`src/rtl/ysyx_22040237_lsu.sv`:
```
// Load/store unit: one instruction in flight. It accepts an execute result,
// issues at most one valid/ready request on the data-memory port, aligns and
// extends load data, and presents exactly one result to writeback.
module ysyx_22040237_lsu #(
  parameter int XLEN = 64
) (
  input  logic            clk,
  input  logic            rst,
  input  logic            ex_valid,
  output logic            ex_ready,
  input  logic [XLEN-1:0] ex_result,
  input  logic [XLEN-1:0] ex_wdata,
  input  logic [3:0]      ex_mem_op,
  input  logic [4:0]      ex_rd_idx,
  input  logic            ex_rd_wen,
  input  logic [XLEN-1:0] ex_pc,
  output logic            mem_req_valid,
  input  logic            mem_req_ready,
  output logic [XLEN-1:0] mem_req_addr,
  output logic            mem_req_wen,
  output logic [XLEN-1:0] mem_req_wdata,
  output logic [7:0]      mem_req_wmask,
  input  logic            mem_resp_valid,
  input  logic [XLEN-1:0] mem_resp_data,
  output logic            wb_valid,
  input  logic            wb_ready,
  output logic [XLEN-1:0] wb_rd_data,
  output logic [4:0]      wb_rd_idx,
  output logic            wb_rd_wen,
  output logic [XLEN-1:0] wb_pc,
  output logic            wb_misalign
);

  typedef enum logic [1:0] {
    IDLE,
    REQ,
    RESP,
    DONE
  } state_t;

  localparam logic [3:0] OP_LB  = 4'd1;
  localparam logic [3:0] OP_LH  = 4'd2;
  localparam logic [3:0] OP_LW  = 4'd3;
  localparam logic [3:0] OP_LD  = 4'd4;
  localparam logic [3:0] OP_LBU = 4'd5;
  localparam logic [3:0] OP_LHU = 4'd6;
  localparam logic [3:0] OP_LWU = 4'd7;
  localparam logic [3:0] OP_SB  = 4'd8;
  localparam logic [3:0] OP_SH  = 4'd9;
  localparam logic [3:0] OP_SW  = 4'd10;
  localparam logic [3:0] OP_SD  = 4'd11;

  state_t state;
  state_t next_state;

  logic [3:0]      op_q;
  logic [2:0]      off_q;
  logic            rd_wen_q;

  logic            ex_is_load;
  logic            ex_is_store;
  logic            ex_is_mem;
  logic [1:0]      ex_size;
  logic            ex_misalign;
  logic [2:0]      ex_off;
  logic [7:0]      ex_base_mask;
  logic            accept;

  logic            q_is_store;
  logic [XLEN-1:0] resp_shifted;
  logic [XLEN-1:0] load_data;

  assign ex_off = ex_result[2:0];
  assign accept = (state == IDLE) && ex_valid;

  // Decode the incoming op: class, access size (log2 bytes) and alignment fault
  always_comb begin
    ex_is_load   = (ex_mem_op >= OP_LB) && (ex_mem_op <= OP_LWU);
    ex_is_store  = (ex_mem_op >= OP_SB) && (ex_mem_op <= OP_SD);
    ex_is_mem    = ex_is_load || ex_is_store;
    ex_size      = 2'd3;
    ex_base_mask = 8'hFF;
    case (ex_mem_op)
      OP_LB, OP_LBU, OP_SB: begin
        ex_size      = 2'd0;
        ex_base_mask = 8'h01;
      end
      OP_LH, OP_LHU, OP_SH: begin
        ex_size      = 2'd1;
        ex_base_mask = 8'h03;
      end
      OP_LW, OP_LWU, OP_SW: begin
        ex_size      = 2'd2;
        ex_base_mask = 8'h0F;
      end
      default: begin
        ex_size      = 2'd3;
        ex_base_mask = 8'hFF;
      end
    endcase
    ex_misalign = 1'b0;
    case (ex_size)
      2'd1:    ex_misalign = ex_off[0];
      2'd2:    ex_misalign = |ex_off[1:0];
      2'd3:    ex_misalign = |ex_off;
      default: ex_misalign = 1'b0;
    endcase
    ex_misalign = ex_misalign && ex_is_mem;
  end

  // State register; reset drops any transaction in flight
  always_ff @(posedge clk or negedge rst) begin
    if (!rst) begin
      state <= IDLE;
    end else begin
      state <= next_state;
    end
  end

  // Next-state logic: non-memory and faulting ops skip the bus entirely
  always_comb begin
    next_state = state;
    case (state)
      IDLE: begin
        if (ex_valid) begin
          if (!ex_is_mem || ex_misalign) begin
            next_state = DONE;
          end else begin
            next_state = REQ;
          end
        end
      end
      REQ: begin
        if (mem_req_ready) begin
          next_state = RESP;
        end
      end
      RESP: begin
        if (mem_resp_valid) begin
          next_state = DONE;
        end
      end
      DONE: begin
        if (wb_ready) begin
          next_state = IDLE;
        end
      end
      default: next_state = IDLE;
    endcase
  end

  // Handshake outputs decoded from state; ex_ready is held low during reset
  always_comb begin
    ex_ready      = (state == IDLE) && rst;
    mem_req_valid = (state == REQ);
    wb_valid      = (state == DONE);
  end

  // Remember the op context needed later to align the response
  always_ff @(posedge clk or negedge rst) begin
    if (!rst) begin
      op_q     <= 4'd0;
      off_q    <= 3'd0;
      rd_wen_q <= 1'b0;
    end else if (accept) begin
      op_q     <= ex_mem_op;
      off_q    <= ex_off;
      rd_wen_q <= ex_rd_wen;
    end
  end

  // Request fields are captured once at accept so they stay stable until the handshake
  always_ff @(posedge clk or negedge rst) begin
    if (!rst) begin
      mem_req_addr  <= '0;
      mem_req_wen   <= 1'b0;
      mem_req_wdata <= '0;
      mem_req_wmask <= 8'h00;
    end else if (accept && ex_is_mem && !ex_misalign) begin
      mem_req_addr <= {ex_result[XLEN-1:3], 3'b000};
      mem_req_wen  <= ex_is_store;
      if (ex_is_store) begin
        mem_req_wdata <= ex_wdata << {ex_off, 3'b000};
        mem_req_wmask <= ex_base_mask << ex_off;
      end else begin
        mem_req_wdata <= '0;
        mem_req_wmask <= 8'h00;
      end
    end
  end

  assign q_is_store   = (op_q >= OP_SB) && (op_q <= OP_SD);
  assign resp_shifted = mem_resp_data >> {off_q, 3'b000};

  // Pick the addressed bytes out of the response and sign/zero extend them
  always_comb begin
    load_data = resp_shifted;
    case (op_q)
      OP_LB:   load_data = {{(XLEN-8){resp_shifted[7]}}, resp_shifted[7:0]};
      OP_LH:   load_data = {{(XLEN-16){resp_shifted[15]}}, resp_shifted[15:0]};
      OP_LW:   load_data = {{(XLEN-32){resp_shifted[31]}}, resp_shifted[31:0]};
      OP_LBU:  load_data = {{(XLEN-8){1'b0}}, resp_shifted[7:0]};
      OP_LHU:  load_data = {{(XLEN-16){1'b0}}, resp_shifted[15:0]};
      OP_LWU:  load_data = {{(XLEN-32){1'b0}}, resp_shifted[31:0]};
      OP_LD:   load_data = resp_shifted;
      default: load_data = resp_shifted;
    endcase
  end

  // Writeback result: filled at accept for ops that finish immediately, else at the response
  always_ff @(posedge clk or negedge rst) begin
    if (!rst) begin
      wb_rd_data  <= '0;
      wb_rd_idx   <= 5'd0;
      wb_rd_wen   <= 1'b0;
      wb_pc       <= '0;
      wb_misalign <= 1'b0;
    end else if (accept) begin
      wb_rd_idx <= ex_rd_idx;
      wb_pc     <= ex_pc;
      if (!ex_is_mem) begin
        wb_rd_data  <= ex_result;
        wb_rd_wen   <= ex_rd_wen;
        wb_misalign <= 1'b0;
      end else begin
        wb_rd_data  <= '0;
        wb_rd_wen   <= 1'b0;
        wb_misalign <= ex_misalign;
      end
    end else if ((state == RESP) && mem_resp_valid) begin
      if (q_is_store) begin
        wb_rd_data <= '0;
        wb_rd_wen  <= 1'b0;
      end else begin
        wb_rd_data <= load_data;
        wb_rd_wen  <= rd_wen_q;
      end
    end else if ((state == DONE) && wb_ready) begin
      wb_misalign <= 1'b0;
    end
  end

endmodule

```
`config.mk`:
```
export PLATFORM = sky130hd
export DESIGN_NAME = ysyx_22040237_lsu
export DESIGN_NICKNAME = d
export VERILOG_FILES = /design/src/rtl/ysyx_22040237_lsu.sv
export SDC_FILE = /design/constraint.sdc
export NUM_CORES = 1
export LEC_CHECK = 0
export ABC_AREA = 1
export BUFFER_PORTS_ARGS = -buffer_cell sky130_fd_sc_hd__buf_4
export CAP_MARGIN = 5
export CORE_AREA = 2 2 212 214
export CTS_CLUSTER_DIAMETER = 100
export CTS_CLUSTER_SIZE = 16
export DETAILED_ROUTE_END_ITERATION = 10
export DIE_AREA = 0 0 214 216
export GPL_ROUTABILITY_DRIVEN = 0
export HOLD_SLACK_MARGIN = 0.02
export PLACE_DENSITY_LB_ADDON = 0.2
export SETUP_SLACK_MARGIN = 0.1
export SLEW_MARGIN = 0
export SYNTH_ARGS = -nofsm -noshare
export SYNTH_HDL_FRONTEND = slang
export SYNTH_SLANG_ARGS = --single-unit
```
`constraint.sdc`:
```
create_clock -name clk -period 2.4 [get_ports clk]
set_clock_uncertainty 0.15 [all_clocks]
set_input_delay 0.36 -clock clk [delete_from_list [all_inputs] [get_ports clk]]
set_output_delay 0.36 -clock clk [all_outputs]
set_load 0.03 [all_outputs]
```
==> impl_metrics.csv <==
group,metric,value,unit
worst_setup_path,worstSetupPathType,"primary input to register",
timing,final-setup-viol-count,0,
grt,grt_start_max_net_pins,107,
worst_setup_path,start_kind,"primary input",
worst_setup_path,critPathMaxStageDelay,0.55,ns
clocking,clock-sinks,279,
timing,fmax,456.5,MHz
yosys,syn_inst,2192,
detailed_routing,vias,16940,
detailed_routing,wire_per_inst,18.29,um
worst_setup_path,critical_path_arrival,2.46,ns
yosys,syn_area,15370,um2
power,power_density,1215,nW/um2
grt,grt_antenna_before_repair,8,
placement,portBuffers,543,
detailed_routing,drcViolationCount,0,
hold_path,hold_path.class,"primary input to register",
final_layout,nets,3093,
worst_setup_path,cp_num_buf_inv,4,
clocking,clk_pin_slew,0.07,ns
final_layout,final_util,50.64,%
grt,overflow,0,
final_layout,drive_gt1_share,23.40,%
clocking,numCtsBuffers,21,
timing,period_share,91.27,%
yosys,yosys.area.top_type,"dfrtp_1",
yosys,syn_area_per_cell,7.013,um2
worst_setup_path,critical_path_required,2.67,ns
final_layout,fillers,4355,
clocking,h-tree-depth,1,
timing,drv_slew,0,
yosys,ys_seq_area_share,45.42,%
timing,hold_viol_final,0,
power,power.leakage,11.72,nW
yosys,synth-edff-count,0,
final_layout,syn_to_final_growth,44.41,%
worst_setup_path,cp_cell_sequence,"dlygate4sd3_1 -> buf_4 -> inv_1 -> nand2_2 -> o21ai_2 -> nand3_2 -> nand4_4 -> clkinvlp_4 -> nand3_1 -> nand2_1",
detailed_routing,drtAntennaViolNets,0,
yosys,synthFlopType,"dfrtp_1",
detailed_routing,first_pass_iters,6,
worst_setup_path,critPathCaptureType,"register",
yosys,ys_warn_count,0,
worst_setup_path,path_delay_family,"buffers and inverters",
final_layout,layout_commonest_cell,"nand2_1",
floorplan,core_area,43840,um2
timing,worst_pin_slew,0.6674,ns
floorplan,die_y,216,um
timing,slew_headroom,55.44,%
final_layout,final_cell_mix,"nand2_1, buf_4, dfrtp_1",
clocking,clock_latency,0.55,ns
yosys,synthDistinctLibCells,39,
clocking,root_buffer,"clkbuf_16",
detailed_routing,wl,62340,um
timing,rsz0062_at_grt,"yes",
run_status,status,"finished, final reports clean",
yosys,synth.ff_latch_count,279,
grt,grtUsageTotal,26.17,%
grt,grt_pass1_wl,96280,um
placement,dp_hpwl,46000,um
job,cap_violations,0,
floorplan,rows,77,
power,ir_drop,638.0,uV
detailed_routing,avgViaCountPerCell,4.969,
floorplan,initial_core_util,35.07,%
yosys,yosysTopAreaCellShare,45.42,%
floorplan,die_w,214,um
clocking,clockBufferDepth,3,
timing,period_minus_slack,2.191,ns
yosys,ys_top_cells_by_area,"dfrtp_1, nand2_1, o21ai_0",
worst_setup_path,worstPathMaxFanout,22,
floorplan,num_io_pins,547,
worst_setup_path,critPathSlowestCell,"dlygate4sd3_1",
yosys,async_reset_ff_share,100.0,%
clocking,cts_tree,"yes",
timing,fin_tns_setup,0,ns
detailed_routing,drt_iter0_drc,1423,
grt,grt_pass1_vias,16790,
floorplan,die_area,46220,um2
==> sequential cells by signal, summed over array words and instances, names as in the netlist <==
register       flops
mem_req_wmask      8
wb_misalign        1
wb_pc             64
rd_wen_q           1
mem_req_addr      61
mem_req_wdata     64
wb_rd_wen          1
op_q               4
mem_req_wen        1
wb_rd_idx          5
off_q              3
wb_rd_data        64
state              2
==> synth_stat cells (2+ instances only) <==
cell      number
nand2_1     1027
o21ai_1        5
o21a_1        11
a21oi_1       49
nand2_2        3
ha_1           9
inv_1        105
buf_6          5
buf_1         12
o31ai_1        5
a21boi_0       2
nand3_2        2
nor2_1        64
and2_0         2
nand4_1        2
clkbuf_1      80
dfrtp_1      279
buf_4          9
nor3_1         3
clkinv_1       2
nand3_1      142
o21ai_0      243
buf_2         42
o211ai_1      41
o22ai_1        4
inv_2          8
a31oi_1        2
and2_1         5
mux2i_1       12
or2_2          8
==> worst paths after layout <==
kind	from	end	slack, ns	cells after the start
min in group asynchronous	rst	wb_rd_data[13]$_DFFE_PN0P_	0.14	2
max in group asynchronous	rst	wb_rd_data[29]$_DFFE_PN0P_	1.00	4
min reg2reg	rd_wen_q$_DFFE_PN0P_	rd_wen_q$_DFFE_PN0P_	0.33	2
min	ex_wdata[55]	mem_req_wdata[55]$_DFFE_PN0P_	0.09	5
max	ex_mem_op[2]	mem_req_wdata[56]$_DFFE_PN0P_	0.21	10
max reg2reg	off_q[0]$_DFFE_PN0P_	wb_rd_data[35]$_DFFE_PN0P_	0.21	9
==> cell type report <==
class	count	area, um2	area share, %
Clock inverter	2	20.02	0.09018
Timing Repair Buffer	743	6171	27.80
Tap cell	592	740.7	3.337
Multi-Input combinational cell	1652	7306	32.91
Clock buffer	21	525.5	2.367
Antenna cell	5	12.51	0.05636
Inverter	115	440.4	1.984
Sequential cell	279	6983	31.46
==> routing by layer <==
layer  up-vias  GRT usage [%]  wire (um)
met2       660          46.53      31160
li1       8190              -          -
met5         -              0         52
met4         8          8.089       1787
met3       108          5.553       4577
met1      7972          31.64      24760
==> cells by family after synthesis <==
family,count (synthesis),synth area share [%]
DFF,279,45.42
AOI/OAI and AO/OA,365,13.03
and+or+nand+nor,1263,32.79
adders and majority gates,9,0.7326
other,1,0.02439
muxes,12,0.7814
buffers and inverters,263,7.228
==> worst register-to-register path: cells and delay by family (launching register included) <==
kind,cells,cell delay [ns]
compound gates,2,0.74
flops,1,0.48
simple gates,5,0.39
buf+inv,2,0.35
==> power by group <==
part	leakage (nW)	switching, W	internal [W]
clock network	0.269	0.00178	0.00157
logic	7.86	0.0103	0.00541
registers	3.60	0.00128	0.00665
total	11.7	0.0133	0.0136
==> what timing repair did <==
action	in CTS	in global routing
setup buffers	0	1
endpoints found under the setup margin	0	58
hold endpoints to repair	384	0
hold buffers	146	0
resized for setup	0	10
==> metrics by stage <==
stage          hold slack, ns  setup WS (ns)  instances  total power [W]  cell area [um2]
3_3_place_gp          0.08899         0.1196       3234          0.02329            20150
4_1_cts               0.05589         0.1269       3403          0.02711            22160
5_1_grt               0.07470        0.05832       3408          0.02877            22200
2_1_floorplan        -0.08559         0.4563       2194          0.01732            15380
6_report              0.08538         0.2095       3409          0.02698            22200
3_5_place_dp          0.08649        0.04339       3234          0.02345            20150
No activity file was read; power rests on OpenSTA's default activity.
